===== src/rtl/pipe_hazard_ctrl.sv =====
// Y86 five-stage pipeline hazard/control unit: stall and bubble generation,
// bounded data-memory wait, sticky HALT on exception, saturating hazard counters.
module pipe_hazard_ctrl #(
  parameter int               REG_W       = 4,
  parameter int               STAT_W      = 2,
  parameter logic [REG_W-1:0] RNONE       = 4'hF,
  parameter int               MEM_TIMEOUT = 16,
  parameter int               CNT_W       = 16
) (
  input  logic              i_clk,
  input  logic              i_rst_n,
  input  logic [3:0]        i_D_icode,
  input  logic [REG_W-1:0]  i_d_srcA,
  input  logic [REG_W-1:0]  i_d_srcB,
  input  logic [3:0]        i_E_icode,
  input  logic [REG_W-1:0]  i_E_dstM,
  input  logic              i_e_cnd,
  input  logic [3:0]        i_M_icode,
  input  logic [STAT_W-1:0] i_m_stat,
  input  logic [STAT_W-1:0] i_W_stat,
  input  logic              i_m_mem_req,
  input  logic              i_m_mem_ack,
  output logic              o_F_stall,
  output logic              o_D_stall,
  output logic              o_D_bubble,
  output logic              o_E_stall,
  output logic              o_E_bubble,
  output logic              o_M_stall,
  output logic              o_M_bubble,
  output logic              o_W_stall,
  output logic              o_W_bubble,
  output logic              o_set_cc,
  output logic              o_halted,
  output logic              o_mem_err,
  output logic [CNT_W-1:0]  o_stall_cnt,
  output logic [CNT_W-1:0]  o_mispred_cnt,
  output logic [CNT_W-1:0]  o_loaduse_cnt
);

  localparam logic [3:0] I_MRMOVQ = 4'h5;
  localparam logic [3:0] I_OPQ    = 4'h6;
  localparam logic [3:0] I_JXX    = 4'h7;
  localparam logic [3:0] I_RET    = 4'h9;
  localparam logic [3:0] I_POPQ   = 4'hB;

  localparam int              WAIT_W   = $clog2(MEM_TIMEOUT + 1);
  localparam logic [WAIT_W-1:0] WAIT_MAX = WAIT_W'(MEM_TIMEOUT);

  typedef enum logic [1:0] {
    ST_RUN   = 2'd0,
    ST_MWAIT = 2'd1,
    ST_HALT  = 2'd2
  } state_t;

  state_t            r_state;
  logic [WAIT_W-1:0] r_wait_cnt;
  logic              r_mem_err;
  logic [CNT_W-1:0]  r_stall_cnt;
  logic [CNT_W-1:0]  r_mispred_cnt;
  logic [CNT_W-1:0]  r_loaduse_cnt;

  logic w_load_use;
  logic w_mispred;
  logic w_ret_haz;
  logic w_m_exc;
  logic w_w_exc;
  logic w_mem_hold;

  // A load whose destination is RNONE writes nothing, so it can never conflict.
  assign w_load_use = ((i_E_icode == I_MRMOVQ) || (i_E_icode == I_POPQ)) &&
                      (i_E_dstM != RNONE) &&
                      ((i_E_dstM == i_d_srcA) || (i_E_dstM == i_d_srcB));
  assign w_mispred  = (i_E_icode == I_JXX) && !i_e_cnd;
  assign w_ret_haz  = (i_D_icode == I_RET) || (i_E_icode == I_RET) || (i_M_icode == I_RET);
  assign w_m_exc    = (i_m_stat != '0);
  assign w_w_exc    = (i_W_stat != '0);
  assign w_mem_hold = i_m_mem_req && !i_m_mem_ack;

  always_ff @(posedge i_clk or negedge i_rst_n) begin
    if (!i_rst_n) begin
      r_state    <= ST_RUN;
      r_wait_cnt <= '0;
      r_mem_err  <= 1'b0;
    end else begin
      case (r_state)
        ST_RUN: begin
          if (w_w_exc) begin
            r_state <= ST_HALT;
          end else if (w_mem_hold) begin
            r_state    <= ST_MWAIT;
            r_wait_cnt <= WAIT_W'(1);
          end
        end
        ST_MWAIT: begin
          if (w_w_exc) begin
            r_state <= ST_HALT;
          end else if (!w_mem_hold) begin
            r_state    <= ST_RUN;
            r_wait_cnt <= '0;
          end else if (r_wait_cnt == WAIT_MAX) begin
            r_state   <= ST_HALT;
            r_mem_err <= 1'b1;
          end else begin
            r_wait_cnt <= r_wait_cnt + WAIT_W'(1);
          end
        end
        ST_HALT: r_state <= ST_HALT;
        default: r_state <= ST_RUN;
      endcase
    end
  end

  // Outputs are forced low while reset is held, whatever the stage inputs show.
  always_comb begin
    o_F_stall  = 1'b0;
    o_D_stall  = 1'b0;
    o_D_bubble = 1'b0;
    o_E_stall  = 1'b0;
    o_E_bubble = 1'b0;
    o_M_stall  = 1'b0;
    o_M_bubble = 1'b0;
    o_W_stall  = 1'b0;
    o_W_bubble = 1'b0;
    o_set_cc   = 1'b0;
    o_halted   = 1'b0;
    if (i_rst_n) begin
      if (r_state == ST_HALT) begin
        o_halted  = 1'b1;
        o_F_stall = 1'b1;
        o_D_stall = 1'b1;
        o_E_stall = 1'b1;
        o_M_stall = 1'b1;
        o_W_stall = 1'b1;
      end else if (w_mem_hold) begin
        o_F_stall = 1'b1;
        o_D_stall = 1'b1;
        o_E_stall = 1'b1;
        o_M_stall = 1'b1;
        if (w_w_exc) begin
          o_W_stall = 1'b1;
        end else begin
          o_W_bubble = 1'b1;
        end
      end else begin
        o_F_stall  = w_load_use || w_ret_haz;
        o_D_stall  = w_load_use;
        o_D_bubble = w_mispred || (w_ret_haz && !w_load_use);
        o_E_bubble = w_mispred || w_load_use;
        o_M_bubble = w_m_exc || w_w_exc;
        o_W_stall  = w_w_exc;
        o_set_cc   = (i_E_icode == I_OPQ) && !w_m_exc && !w_w_exc;
      end
    end
  end

  // Counters freeze in HALT so the snapshot at the point of failure survives.
  always_ff @(posedge i_clk or negedge i_rst_n) begin
    if (!i_rst_n) begin
      r_stall_cnt   <= '0;
      r_mispred_cnt <= '0;
      r_loaduse_cnt <= '0;
    end else if (r_state != ST_HALT) begin
      if (o_F_stall && (r_stall_cnt != '1)) begin
        r_stall_cnt <= r_stall_cnt + CNT_W'(1);
      end
      if (w_mispred && !w_mem_hold && (r_mispred_cnt != '1)) begin
        r_mispred_cnt <= r_mispred_cnt + CNT_W'(1);
      end
      if (w_load_use && !w_mem_hold && (r_loaduse_cnt != '1)) begin
        r_loaduse_cnt <= r_loaduse_cnt + CNT_W'(1);
      end
    end
  end

  assign o_mem_err     = r_mem_err;
  assign o_stall_cnt   = r_stall_cnt;
  assign o_mispred_cnt = r_mispred_cnt;
  assign o_loaduse_cnt = r_loaduse_cnt;

endmodule


===== config.mk =====
export PLATFORM = sky130hd
export DESIGN_NAME = pipe_hazard_ctrl
export DESIGN_NICKNAME = d
export VERILOG_FILES = /design/src/rtl/pipe_hazard_ctrl.sv
export SDC_FILE = /design/constraint.sdc
export NUM_CORES = 1
export LEC_CHECK = 0
export ABC_AREA = 1
export BUFFER_PORTS_ARGS = -buffer_cell sky130_fd_sc_hd__buf_2
export CAP_MARGIN = 20
export CORE_MARGIN = 8
export CORE_UTILIZATION = 28
export CTS_BUF_LIST = sky130_fd_sc_hd__clkbuf_4 sky130_fd_sc_hd__clkbuf_8
export CTS_CLUSTER_DIAMETER = 60
export DETAILED_ROUTE_END_ITERATION = 6
export PLACE_DENSITY_LB_ADDON = 0.08
export REMOVE_ABC_BUFFERS = 1
export SKIP_CTS_REPAIR_TIMING = 1
export SLEW_MARGIN = 15
export SYNTH_ARGS = -nofsm -noshare
export SYNTH_HDL_FRONTEND = slang
export SYNTH_SLANG_ARGS = --single-unit

===== constraint.sdc =====
create_clock -name i_clk -period 4.5 [get_ports i_clk]
set_clock_uncertainty 0.2 [all_clocks]
set_input_delay 1.35 -clock i_clk [delete_from_list [all_inputs] [get_ports i_clk]]
set_output_delay 1.35 -clock i_clk [all_outputs]
set_load 0.01 [all_outputs]

==> results of run 1 <==
[metal layers]
layer  up-vias  global-route usage [%]  wire length, um
met5         -                       0                0
met2        57                   20.09             4533
met3         9                   3.468              475
met4         0                   3.279              116
li1       1806                       -                -
met1      1556                   16.10             4901
[power by group through the flow]
stage               clock network, mW  registers, mW  logic, mW
finish                          0.304          0.522     0.0943
global route                    0.348          0.525      0.110
CTS                             0.328          0.522     0.0976
detailed placement                  0          0.532     0.0972
global placement                    0          0.532     0.0958
floorplan                           0          0.533     0.0441
[worst max-delay path by stage]
stage / from / to / cells past startpoint
6_report: i_W_stat[1] / o_set_cc / 7
5_1_grt: i_W_stat[1] / o_set_cc / 7
4_1_cts: i_W_stat[1] / o_set_cc / 7
3_5_place_dp: i_W_stat[1] / o_set_cc / 7
3_3_place_gp: i_W_stat[1] / o_set_cc / 7
2_1_floorplan: i_W_stat[1] / o_set_cc / 5
[cells in the final DEF, fill, tap and decap left out, types with 5 or more instances in the layout]
master,instances
nor2_1,46
nor3_1,16
clkbuf_8,6
o21ai_0,22
nand4_1,23
a21oi_1,7
o21ai_1,5
nand3_1,29
xnor2_1,20
buf_2,92
nand3_2,5
dfrtp_1,56
ha_1,5
inv_1,61
xor2_1,19
nand2_1,159
[layout make-up]
cell class / count / area share (%)
Clock buffer: 6 / 1.889
Inverter: 63 / 5.468
Multi-Input combinational cell: 377 / 44.23
Tap cell: 172 / 4.924
Sequential cell: 56 / 32.06
Timing Repair Buffer: 96 / 11.22
Clock inverter: 1 / 0.2004
[state kept, by name, indices dropped and copies added, names as in the netlist]
name / cells
o_mem_err: 1
o_stall_cnt: 16
o_mispred_cnt: 16
o_loaduse_cnt: 16
r_wait_cnt: 5
r_state: 2
[critical path, delay by kind of cell]
family	cells	cell delay, ns
simple gates	4	0.77
buf+inv	3	0.41
[through the flow]
step	power (mW)	instance area [sq um]	setup slack, ns	hold slack (ns)
floorplan	0.5769	3573	0.8065	0.2670
CTS	0.9482	4370	0.3943	0.2978
global placement	0.6279	4279	0.4621	0.2865
detailed placement	0.6294	4279	0.4033	0.2621
global route	0.9822	4370	0.2405	0.3402
finish	0.9211	4370	0.4030	0.2957
[cell families after synthesis]
group	count (synthesis)
AND/OR/NAND/NOR	294
buffers and inverters	73
flip-flops	56
AO/OA/AOI/OAI	39
XOR/XNOR	39
adder cells (fa/ha/maj)	5
==> summary.md, run 1 <==
| Metric | Value |
|---|---|
| Outcome | finished, final reports clean |
| Clock group share of total power | between 30% and 40% |
| Clock root buffer | clkbuf_8 |
| Synth Register Bits | 56 |
| Multiplexer share of the synthesized area | 0% |
| Chip Width | between 100 and 150 um |
| RSZ-0062 raised after global routing | false |
| Critical path cell sequence | buf_2 > nor2_1 > inv_1 > nor3_1 > nand2_1 > nor3_1 > buf_2 |
| Crit start category | primary input |
| Fin nets | ~640 |
| Count of final setup violators | 0 |
| Crit Path Class | primary input to output port |
| Footprint of the multi-input gates | roughly 1900 sq um |
| Slew @ Worst Pin | roughly 0.41 ns |
| Crit path max-delay cell type | nor3_1 |
| Syn Inst Count | 506 |
| Maximum operating frequency | about 240 MHz |
| Synth top area cells | dfrtp_1 (39%), nand2_1 (16%), inv_1 (6.3%), xnor2_1 (4.8%), nor2_1 (4.8%) |
| Synthesis-to-finish area growth | 20.28% |
| Avg WL per Cell | roughly 13 um |
| TritonCTS clock tree | yes |
| Filler instances | roughly 1400 |
| Clk_lat worst skew | around 0.33 ns |
| Clk slew on worst S/H paths | ~0.10 ns |
| Max Slew Vio Count | 0 |
| CP Data Arrival Time | ~2.6 ns |
| Synthesized area per cell | around 7 sq um |
| Rel. slew slack | between 70% and 80% |
| Post-synth top cells | nand2_1 (159), inv_1 (61), dfrtp_1 (56), nor2_1 (46), nand3_1 (29) |
| Leading cell type by number of instances after synthesis | nand2_1 |
| Power share of the combinational group | 10.2% |
| Reg area | roughly 1400 sq um |
| CP Max Fanout | 5 |
| Final period util | about nine tenths |
| Count of cell types in the netlist | 31 |
| Antenna cells | 0 |
| ANT nets after route | 0 |
| Area share of the largest cell type after synthesis | roughly 39% |
| R2r startpoint | r_state[1] |
| Async SR Flop Fraction | between 90% and 100% |
| DR vias/cell | around 4.4 |
| Critical path required time | 2.95 ns |
| Placed Cells | ~760 |
| Hold path startpoint | o_mem_err |
| Crit Reg-Reg Endpoint | o_stall_cnt[6] |
| Max Cap Viol | 0 |
| Worst-case clock buffer depth | 2 |
| Setup crit end kind | output port |
| Share of layout cells above drive strength 1 | around 20% |
| Post-synth top flop | dfrtp_1 |
| Xor/xnor share of the synthesized area | roughly a tenth |
| Worst R2R Path Depth | 11 |
| P_sw | 0.2493 mW |
| PD cells | roughly 210 nW/um^2 |
| Worst hold path class | flip-flop to flip-flop |
| Die Footprint | about 17000 sq um |
| GR Util All Layers | 12.48% |
| Site Rows | between 40 and 50 |
| Sw frac | 27.06% |
| # port buffers | 92 |
| Largest family of logic cells by synthesized area | simple AND/OR/NAND/NOR gates |
| Fin util | 34.49% |
| Total grt overflow | 0 |
| Adder-cell area share of the yosys netlist | approximately 1.7% |
| Internal Power | 0.6718 mW |
| Worst hold stages | 1 |
| Synth Area in Compound Gates | 5.854% |
| Global-route wire length before repair | approximately 17000 um |
| Die Ht | around 130 um |
| Post-synthesis simple-gate area fraction | 36.23% |
| GP Congestion | roughly 0.84 |
| Num CTS Buffers | 5 |
| CTS Sinks | 56 |
| Hold Path Sink | o_mem_err |
| Final Hold Violating Endpoints | 0 |
| Iteration-0 DRC Markers | 156 |
| Seq pwr share | between 50% and 60% |
| Cell taking the most area after synthesis | dfrtp_1 |
| Initial Utilization | 28.68% |
| Post-Syn Area | approximately 3600 sq um |
| Post-Layout Cell Count | slightly below 800 |
| Dpl hpwl | between 7000 and 8000 um |
| Core box area | approximately 13000 sq um |
| Leak Pwr | 2.277 nW |
| Crit path time final | a little over 4 ns |
| Routed vias | between 3000 and 4000 |
| Max VDD drop | around 0.13 mV |
| Post-synth EDFFs | 0 |
| CTS HTree Levels | 2 |
| First drt pass iteration count | 4 |
| Number of global-route vias before repair | 3485 |
| Pin count of the biggest net entering global routing | 32 |
| Internal reg-to-reg setup slack | 2.08 ns |
| Initial antenna violation count | 0 |
| Post-Route WL | 10030 um |
| Setup tns final | 0 ns |
| # DRC | 0 |
| Yosys warnings | 0 |
| Seq/Total Area, Yosys | between 30% and 40% |
| Slowest stage delay, CP | just under 0.3 ns |
| Top-Level Pins | 93 |
Power figures use the tool's default switching activity.
==> run 2, diff against run 1 <==
Settings changed: CAP_MARGIN 20 to default, CORE_MARGIN 8 to default.
Clock period 4.5 ns to 3.85 ns, I/O delays scaled along.
==> summary.md, run 2 (synthesized netlist as in run 1, its figures left out) <==
| Metric | Value |
|---|---|
| Core box area | 12620 sq um (was 12670 sq um) |
| Total grt overflow | 0 (unchanged) |
| Clock group share of total power | 33.5% (was 33.1%) |
| Sw frac | 28.35% (was 27.06%) |
| Critical path cell sequence | buf_2 > inv_1 > nor2_1 > nand3_1 > a21oi_1 > nand2_1 > inv_1 > nand2_1 > a21oi_1 > buf_2 (was buf_2 > nor2_1 > inv_1 > nor3_1 > nand2_1 > nor3_1 > buf_2) |
| Commonest non-fill, non-tap cells in the layout | nand2_1 (159), buf_2 (92), inv_1 (61), dfrtp_1 (56), nor2_1 (46) (unchanged) |
| Seq pwr share | 56.2% (was 56.7%) |
| Crit path time final | approximately 3.6 ns |
| Global-route wire length before repair | 15840 um (was 17040 um) |
| Clk_lat worst skew | 0.33 ns (about the same) |
| GR Util All Layers | 15.05% (was 12.48%) |
| Initial antenna violation count | 0 (unchanged) |
| Setup crit end kind | output port (unchanged) |
| Leak Pwr | 2.280 nW (was 2.277 nW) |
| Clk slew on worst S/H paths | 0.11 ns (was 0.10 ns) |
| Post-Layout Cell Count | 773 (was 771) |
| # DRC | 0 (unchanged) |
| CP Data Arrival Time | 2.26 ns (was 2.55 ns) |
| Outcome | finished, final reports clean (unchanged) |
| Worst-case clock buffer depth | 2 (unchanged) |
| Pin count of the biggest net entering global routing | 46 (was 32) |
| Fin nets | 638 (was 637) |
| # port buffers | 92 (unchanged) |
| Crit Path Class | primary input to output port (unchanged) |
| Antenna cells | 0 (unchanged) |
| Commonest non-fill, non-tap cell in the layout | nand2_1 (unchanged) |
| Dpl hpwl | 7247 um (was 7881 um) |
| Max Slew Vio Count | 0 (unchanged) |
| Critical path required time | 2.49 ns (was 2.95 ns) |
| Clock root buffer | clkbuf_8 (unchanged) |
| Setup tns final | 0 ns (unchanged) |
| Placed Cells | 765 (was 764) |
| First drt pass iteration count | 4 (unchanged) |
| Power share of the combinational group | 10.2% (about the same) |
| Initial Utilization | 28.79% (was 28.68%) |
| Avg WL per Cell | 12.38 um (was 13.00 um) |
| Slew @ Worst Pin | 0.5949 ns (was 0.4123 ns) |
| Filler instances | 1416 (was 1391) |
| Internal Power | 0.7790 mW (was 0.6718 mW) |
| ANT nets after route | 0 (unchanged) |
| Placement Setup Slack | 0.2307 ns (was 0.4033 ns) |
| Rel. slew slack | 60.34% (was 72.51%) |
| CTS HTree Levels | 2 (unchanged) |
| Synthesis-to-finish area growth | 20.52% (was 20.28%) |
| WP buf/inv | 4 (was 3) |
| Worst hold path class | flip-flop to flip-flop (unchanged) |
| TritonCTS clock tree | yes (unchanged) |
| Final Hold Violating Endpoints | 0 (unchanged) |
| Final worst slack | 0.2370 ns (was 0.4030 ns) |
| Routed vias | 3516 (was 3428) |
| Count of final setup violators | 0 (unchanged) |
| Site Rows | 41 (unchanged) |
| Final period util | a little over nine tenths |
| Chip Width | 115.9 um (was 129.9 um) |
| Critical path depth | 10 (was 7) |
| Worst R2R Path Depth | 9 (was 11) |
| PD cells | 248.3 nW/um^2 (was 210.8 nW/um^2) |
| Max VDD drop | 0.1485 mV (was 0.1282 mV) |
| Share of layout cells above drive strength 1 | 20.30% (was 20.03%) |
| CTS Sinks | 56 (unchanged) |
| Iteration-0 DRC Markers | 179 (was 156) |
| CP delay by family, top | buffers and inverters (was simple AND/OR/NAND/NOR gates) |
| GP Congestion | 0.7970 (was 0.8436) |
| CP Max Fanout | 3 (was 5) |
| RSZ-0062 raised after global routing | false (unchanged) |
| Die Ht | 115.9 um (was 129.9 um) |
| Die Footprint | 13440 sq um (was 16880 sq um) |
| Maximum operating frequency | ~280 MHz |
| Number of global-route vias before repair | 3290 (was 3485) |
| P_sw | 0.3083 mW (was 0.2493 mW) |
| Slowest stage delay, CP | 0.20 ns (was 0.29 ns) |
| Max Cap Viol | 0 (unchanged) |
| Worst hold stages | 1 (unchanged) |
| Post-Route WL | 9571 um (was 10030 um) |
| WHS | 0.2911 ns (was 0.2957 ns) |
| DR vias/cell | 4.549 (was 4.446) |
| Num CTS Buffers | 5 (unchanged) |
| Crit start category | primary input (unchanged) |
| Top-Level Pins | 93 (unchanged) |
| Crit path max-delay cell type | a21oi_1 (was nor3_1) |
## run 2: per-layer routing
| layer | global-route usage (%) | up-vias | part of all wire (%) |
|---|---|---|---|
| li1 | - | 1809 | - |
| met1 | 20.47 | 1623 | 49 |
| met2 | 23.85 | 74 | 46 |
| met3 | 2.615 | 10 | 3.8 |
| met4 | 5.641 | 0 | 1.5 |
| met5 | 0 | - | 0 |
## run 2: metrics by stage
| stage | util [%] | instance area, sq um | power (mW) |
|---|---|---|---|
| 2_1_floorplan | - | 3573 | 0.6743 |
| 3_3_place_gp | 33.97 | 4287 | 0.7353 |
| 3_5_place_dp | 33.97 | 4287 | 0.7367 |
| 4_1_cts | 34.70 | 4379 | 1.115 |
| 5_1_grt | 34.70 | 4379 | 1.142 |
| 6_report | 34.70 | 4379 | 1.087 |
## run 2: layout make-up
cell class	instances	area, sq um	area share [%]
clock buffer	6	76.32	1.743
clock inverter	2	16.27	0.3714
sequential	56	1401	32.00
timing repair buffer	97	498.0	11.37
multi-input combinational	377	1933	44.14
inverter	63	239.0	5.457
tap	172	215.2	4.914
## run 2: worst paths after layout
path / start / end / slack (ns)
min reg2reg: o_mem_err / o_mem_err / 0.29
max reg2reg: o_stall_cnt[0] / o_stall_cnt[9] / 1.44
min in group asynchronous: i_rst_n / r_wait_cnt[2] / 0.50
min: o_mem_err / o_mem_err / 0.29
max: i_E_icode[2] / o_E_bubble / 0.24
max in group asynchronous: i_rst_n / o_stall_cnt[13] / 2.05
## run 2: worst register-to-register path, cell delays in order (launching register included)
cell     delay (ns)
dfrtp_1        0.48
ha_1           0.22
nand3_1        0.16
inv_1          0.12
nand2_1        0.10
nor3_2         0.15
nand3_2        0.34
nand3_2        0.41
nand2_1        0.09
nand2_1        0.07
## run 2: power groups by stage
stage | Sequential [mW] | Combinational, mW | Clock [mW]
final | 0.611 | 0.111 | 0.365
after global routing | 0.614 | 0.129 | 0.399
after CTS | 0.612 | 0.114 | 0.389
after detailed placement | 0.623 | 0.113 | 0
after global placement | 0.623 | 0.112 | 0
after floorplan | 0.623 | 0.0516 | 0
==> run 3, diff against run 2 <==
Settings changed: ABC_AREA 1 to 0, PLACE_DENSITY_LB_ADDON 0.08 to default, SLEW_MARGIN 15 to 20.
==> summary.md, run 3 <==
| Metric | Value |
|---|---|
| Rel. slew slack | 51.41% (was 60.34%) |
| Synthesized area per cell | 10.24 sq um (was 7.181 sq um) |
| Total power | 1.183 mW (was 1.087 mW) |
| CP Max Fanout | 5 (was 3) |
| Internal reg-to-reg setup slack | 1.53 ns (was 1.44 ns) |
| Final Hold Violating Endpoints | 0 (unchanged) |
| Async SR Flop Fraction | 100.0% (unchanged) |
| Cell taking the most area after synthesis | dfrtp_1 (unchanged) |
| Post-synth top cells | dfrtp_1 (56), xnor2_1 (46), nand2_1 (33), nand4_1 (21), nor2_1 (21) (was nand2_1 (159), inv_1 (61), dfrtp_1 (56), nor2_1 (46), nand3_1 (29)) |
| Syn Inst Count | 280 (was 506) |
| Post-Syn Area | 2868 sq um (was 3633 sq um) |
| Post-DP Area | 3543 sq um (was 4287 sq um) |
| Die Footprint | 10650 sq um (was 13440 sq um) |
| Clk_lat worst skew | 0.31 ns (was 0.33 ns) |
| Setup tns final | 0 ns (unchanged) |
| RSZ-0062 raised after global routing | false (unchanged) |
| Sw frac | 28.77% (was 28.35%) |
| Synth Register Bits | 56 (unchanged) |
| Core box area | 9864 sq um (was 12620 sq um) |
| Seq/Total Area, Yosys | 48.87% (was 38.57%) |
| Iteration-0 DRC Markers | 44 (was 179) |
| Clk slew on worst S/H paths | 0.11 ns (about the same) |
| # DRC | 0 (unchanged) |
| Commonest non-fill, non-tap cells in the layout | buf_2 (92), dfrtp_1 (56), xnor2_1 (46), nand2_1 (33) (was nand2_1 (159), buf_2 (92), inv_1 (61), dfrtp_1 (56), nor2_1 (46)) |
| P_sw | 0.3405 mW (was 0.3083 mW) |
| Filler instances | 1020 (was 1416) |
| Clock group share of total power | 28.6% (was 33.5%) |
| Antenna cells | 0 (unchanged) |
| Chip Width | 103.2 um (was 115.9 um) |
| ANT nets after route | 0 (unchanged) |
| # port buffers | 92 (unchanged) |
| Pin count of the biggest net entering global routing | 57 (was 46) |
| Crit path time final | 3.755 ns (was 3.613 ns) |
| Fin nets | 424 (was 638) |
| Synth top area cells | dfrtp_1 (49%), xnor2_1 (14%), nand4_1 (4.6%), nand2_1 (4.3%), nand3_1 (3.1%) (was dfrtp_1 (39%), nand2_1 (16%), inv_1 (6.3%), xnor2_1 (4.8%), nor2_1 (4.8%)) |
| Top-Level Pins | 93 (unchanged) |
| CTS Sinks | 56 (unchanged) |
| PD cells | 325.7 nW/um^2 (was 248.3 nW/um^2) |
| Post-Route WL | 6849 um (was 9571 um) |
| Max VDD drop | 0.1229 mV (was 0.1485 mV) |
| Post-synth top flop | dfrtp_1 (unchanged) |
| Count of final setup violators | 0 (unchanged) |
| Avg WL per Cell | 13.17 um (was 12.38 um) |
| Clock root buffer | clkbuf_8 (unchanged) |
| Synthesis-to-finish area growth | 26.70% (was 20.52%) |
| Routed vias | 2421 (was 3516) |
| Crit start category | primary input (unchanged) |
| CTS HTree Levels | 2 (unchanged) |
| Leading cell type by number of instances after synthesis | dfrtp_1 (was nand2_1) |
| TritonCTS clock tree | yes (unchanged) |
| Leak Pwr | 1.792 nW (was 2.280 nW) |
| GP Congestion | 0.8271 (was 0.7970) |
| Footprint of the multi-input gates | 1418 sq um (was 1933 sq um) |
| Initial Utilization | 29.07% (was 28.79%) |
| Number of global-route vias before repair | 2300 (was 3290) |
| Setup crit end kind | output port (unchanged) |
| Internal Power | 0.8429 mW (was 0.7790 mW) |
| Post-synth EDFFs | 0 (unchanged) |
| Num CTS Buffers | 5 (unchanged) |
| GR Util All Layers | 13.76% (was 15.05%) |
| Seq pwr share | 55.4% (was 56.2%) |
| Outcome | finished, final reports clean (unchanged) |
| Final period util | 97.53% (was 93.84%) |
| Worst-case clock buffer depth | 2 (unchanged) |
| Reg area | 1401 sq um (unchanged) |
| Max Slew Vio Count | 0 (unchanged) |
| First drt pass iteration count | 4 (unchanged) |
| Site Rows | 36 (was 41) |
| Share of layout cells above drive strength 1 | 30.75% (was 20.30%) |
| Final instance area | 3633 sq um (was 4379 sq um) |
| Count of cell types in the netlist | 36 (was 31) |
| Max Cap Viol | 0 (unchanged) |
| Die Ht | 103.2 um (was 115.9 um) |
| Power share of the combinational group | 16.0% (was 10.2%) |
| Worst hold path class | flip-flop to flip-flop (unchanged) |
| Total grt overflow | 0 (unchanged) |
| Dpl hpwl | 5283 um (was 7247 um) |
| CP Data Arrival Time | 2.40 ns (was 2.26 ns) |
| Area share of the largest cell type after synthesis | 48.87% (was 38.57%) |
| Critical path required time | 2.49 ns (about the same) |
| Commonest non-fill, non-tap cell in the layout | buf_2 (was nand2_1) |
| Maximum operating frequency | 266.3 MHz (was 276.8 MHz) |
| Slew @ Worst Pin | 0.7289 ns (was 0.5949 ns) |
| DR vias/cell | 4.656 (was 4.549) |
| Fin util | 36.83% (was 34.70%) |
| Initial antenna violation count | 0 (unchanged) |
| Crit Path Class | primary input to output port (unchanged) |
| Yosys warnings | 0 (unchanged) |
| Global-route wire length before repair | 11300 um (was 15840 um) |
## run 3: kinds of logic (layout without fill, tap and decap cells)
| group | Yosys count | after routing | synth area share (%) |
|---|---|---|---|
| and+or+nand+nor | 131 | 131 | 23.91 |
| xor gates and xnor gates | 56 | 56 | 17.10 |
| muxes | 3 | 3 | 1.178 |
| buffers and inverters | 9 | 116 | 1.701 |
| DFF | 56 | 56 | 48.87 |
| adders and majority gates | 5 | 5 | 2.182 |
| AOI/OAI and AO/OA | 20 | 20 | 5.061 |
## run 3: layout make-up
cell class                 count  area share, %
timing repair buffer         102          14.74
multi-input combinational    215          39.02
tap                          133          4.580
inverter                       6         0.6198
sequential                    56          38.57
clock inverter                 2         0.3788
clock buffer                   6          2.101
## run 3: power by group through the flow
stage / logic, mW / clock network (mW) / registers [mW]
finish: 0.190 / 0.338 / 0.655
global route: 0.221 / 0.374 / 0.664
CTS: 0.194 / 0.356 / 0.657
detailed placement: 0.193 / 0 / 0.668
global placement: 0.189 / 0 / 0.666
floorplan: 0.0889 / 0 / 0.671
## run 3: worst max-delay path, cell delays in order
cell and delay, ns:
buf_2 0.11, or3b_1 0.37, a221o_2 0.43, a21oi_1 0.15
nor2_1 0.05, buf_2 0.14
## run 3: routing by layer
metal / global-route usage (%) / part of all wire [%] / vias up
li1: - / - / 1190
met1: 18.44 / 48 / 1174
met2: 22.62 / 46 / 52
met3: 3.159 / 4.6 / 5
met4: 3.250 / 0.86 / 0
met5: 0 / 0 / -
## run 3: metrics by stage
stage	std cells	setup WS (ns)	hold WS, ns
floorplan	277	0.3223	0.2897
global placement	512	0.08463	0.2781
detailed placement	512	0.07058	0.2804
CTS	520	0.07054	0.2955
global route	520	0.01615	0.3200
finish	520	0.09500	0.2873
## run 3: worst paths after layout
check	start	to	depth (start not counted)
setup reg to reg	o_stall_cnt[0]	o_stall_cnt[6]	8
max in group asynchronous	i_rst_n	o_mispred_cnt[2]	2
min in group asynchronous	i_rst_n	o_stall_cnt[9]	2
setup / recovery	i_E_icode[1]	o_D_bubble	6
hold / removal	o_loaduse_cnt[14]	o_loaduse_cnt[14]	1
hold reg to reg	o_loaduse_cnt[14]	o_loaduse_cnt[14]	1
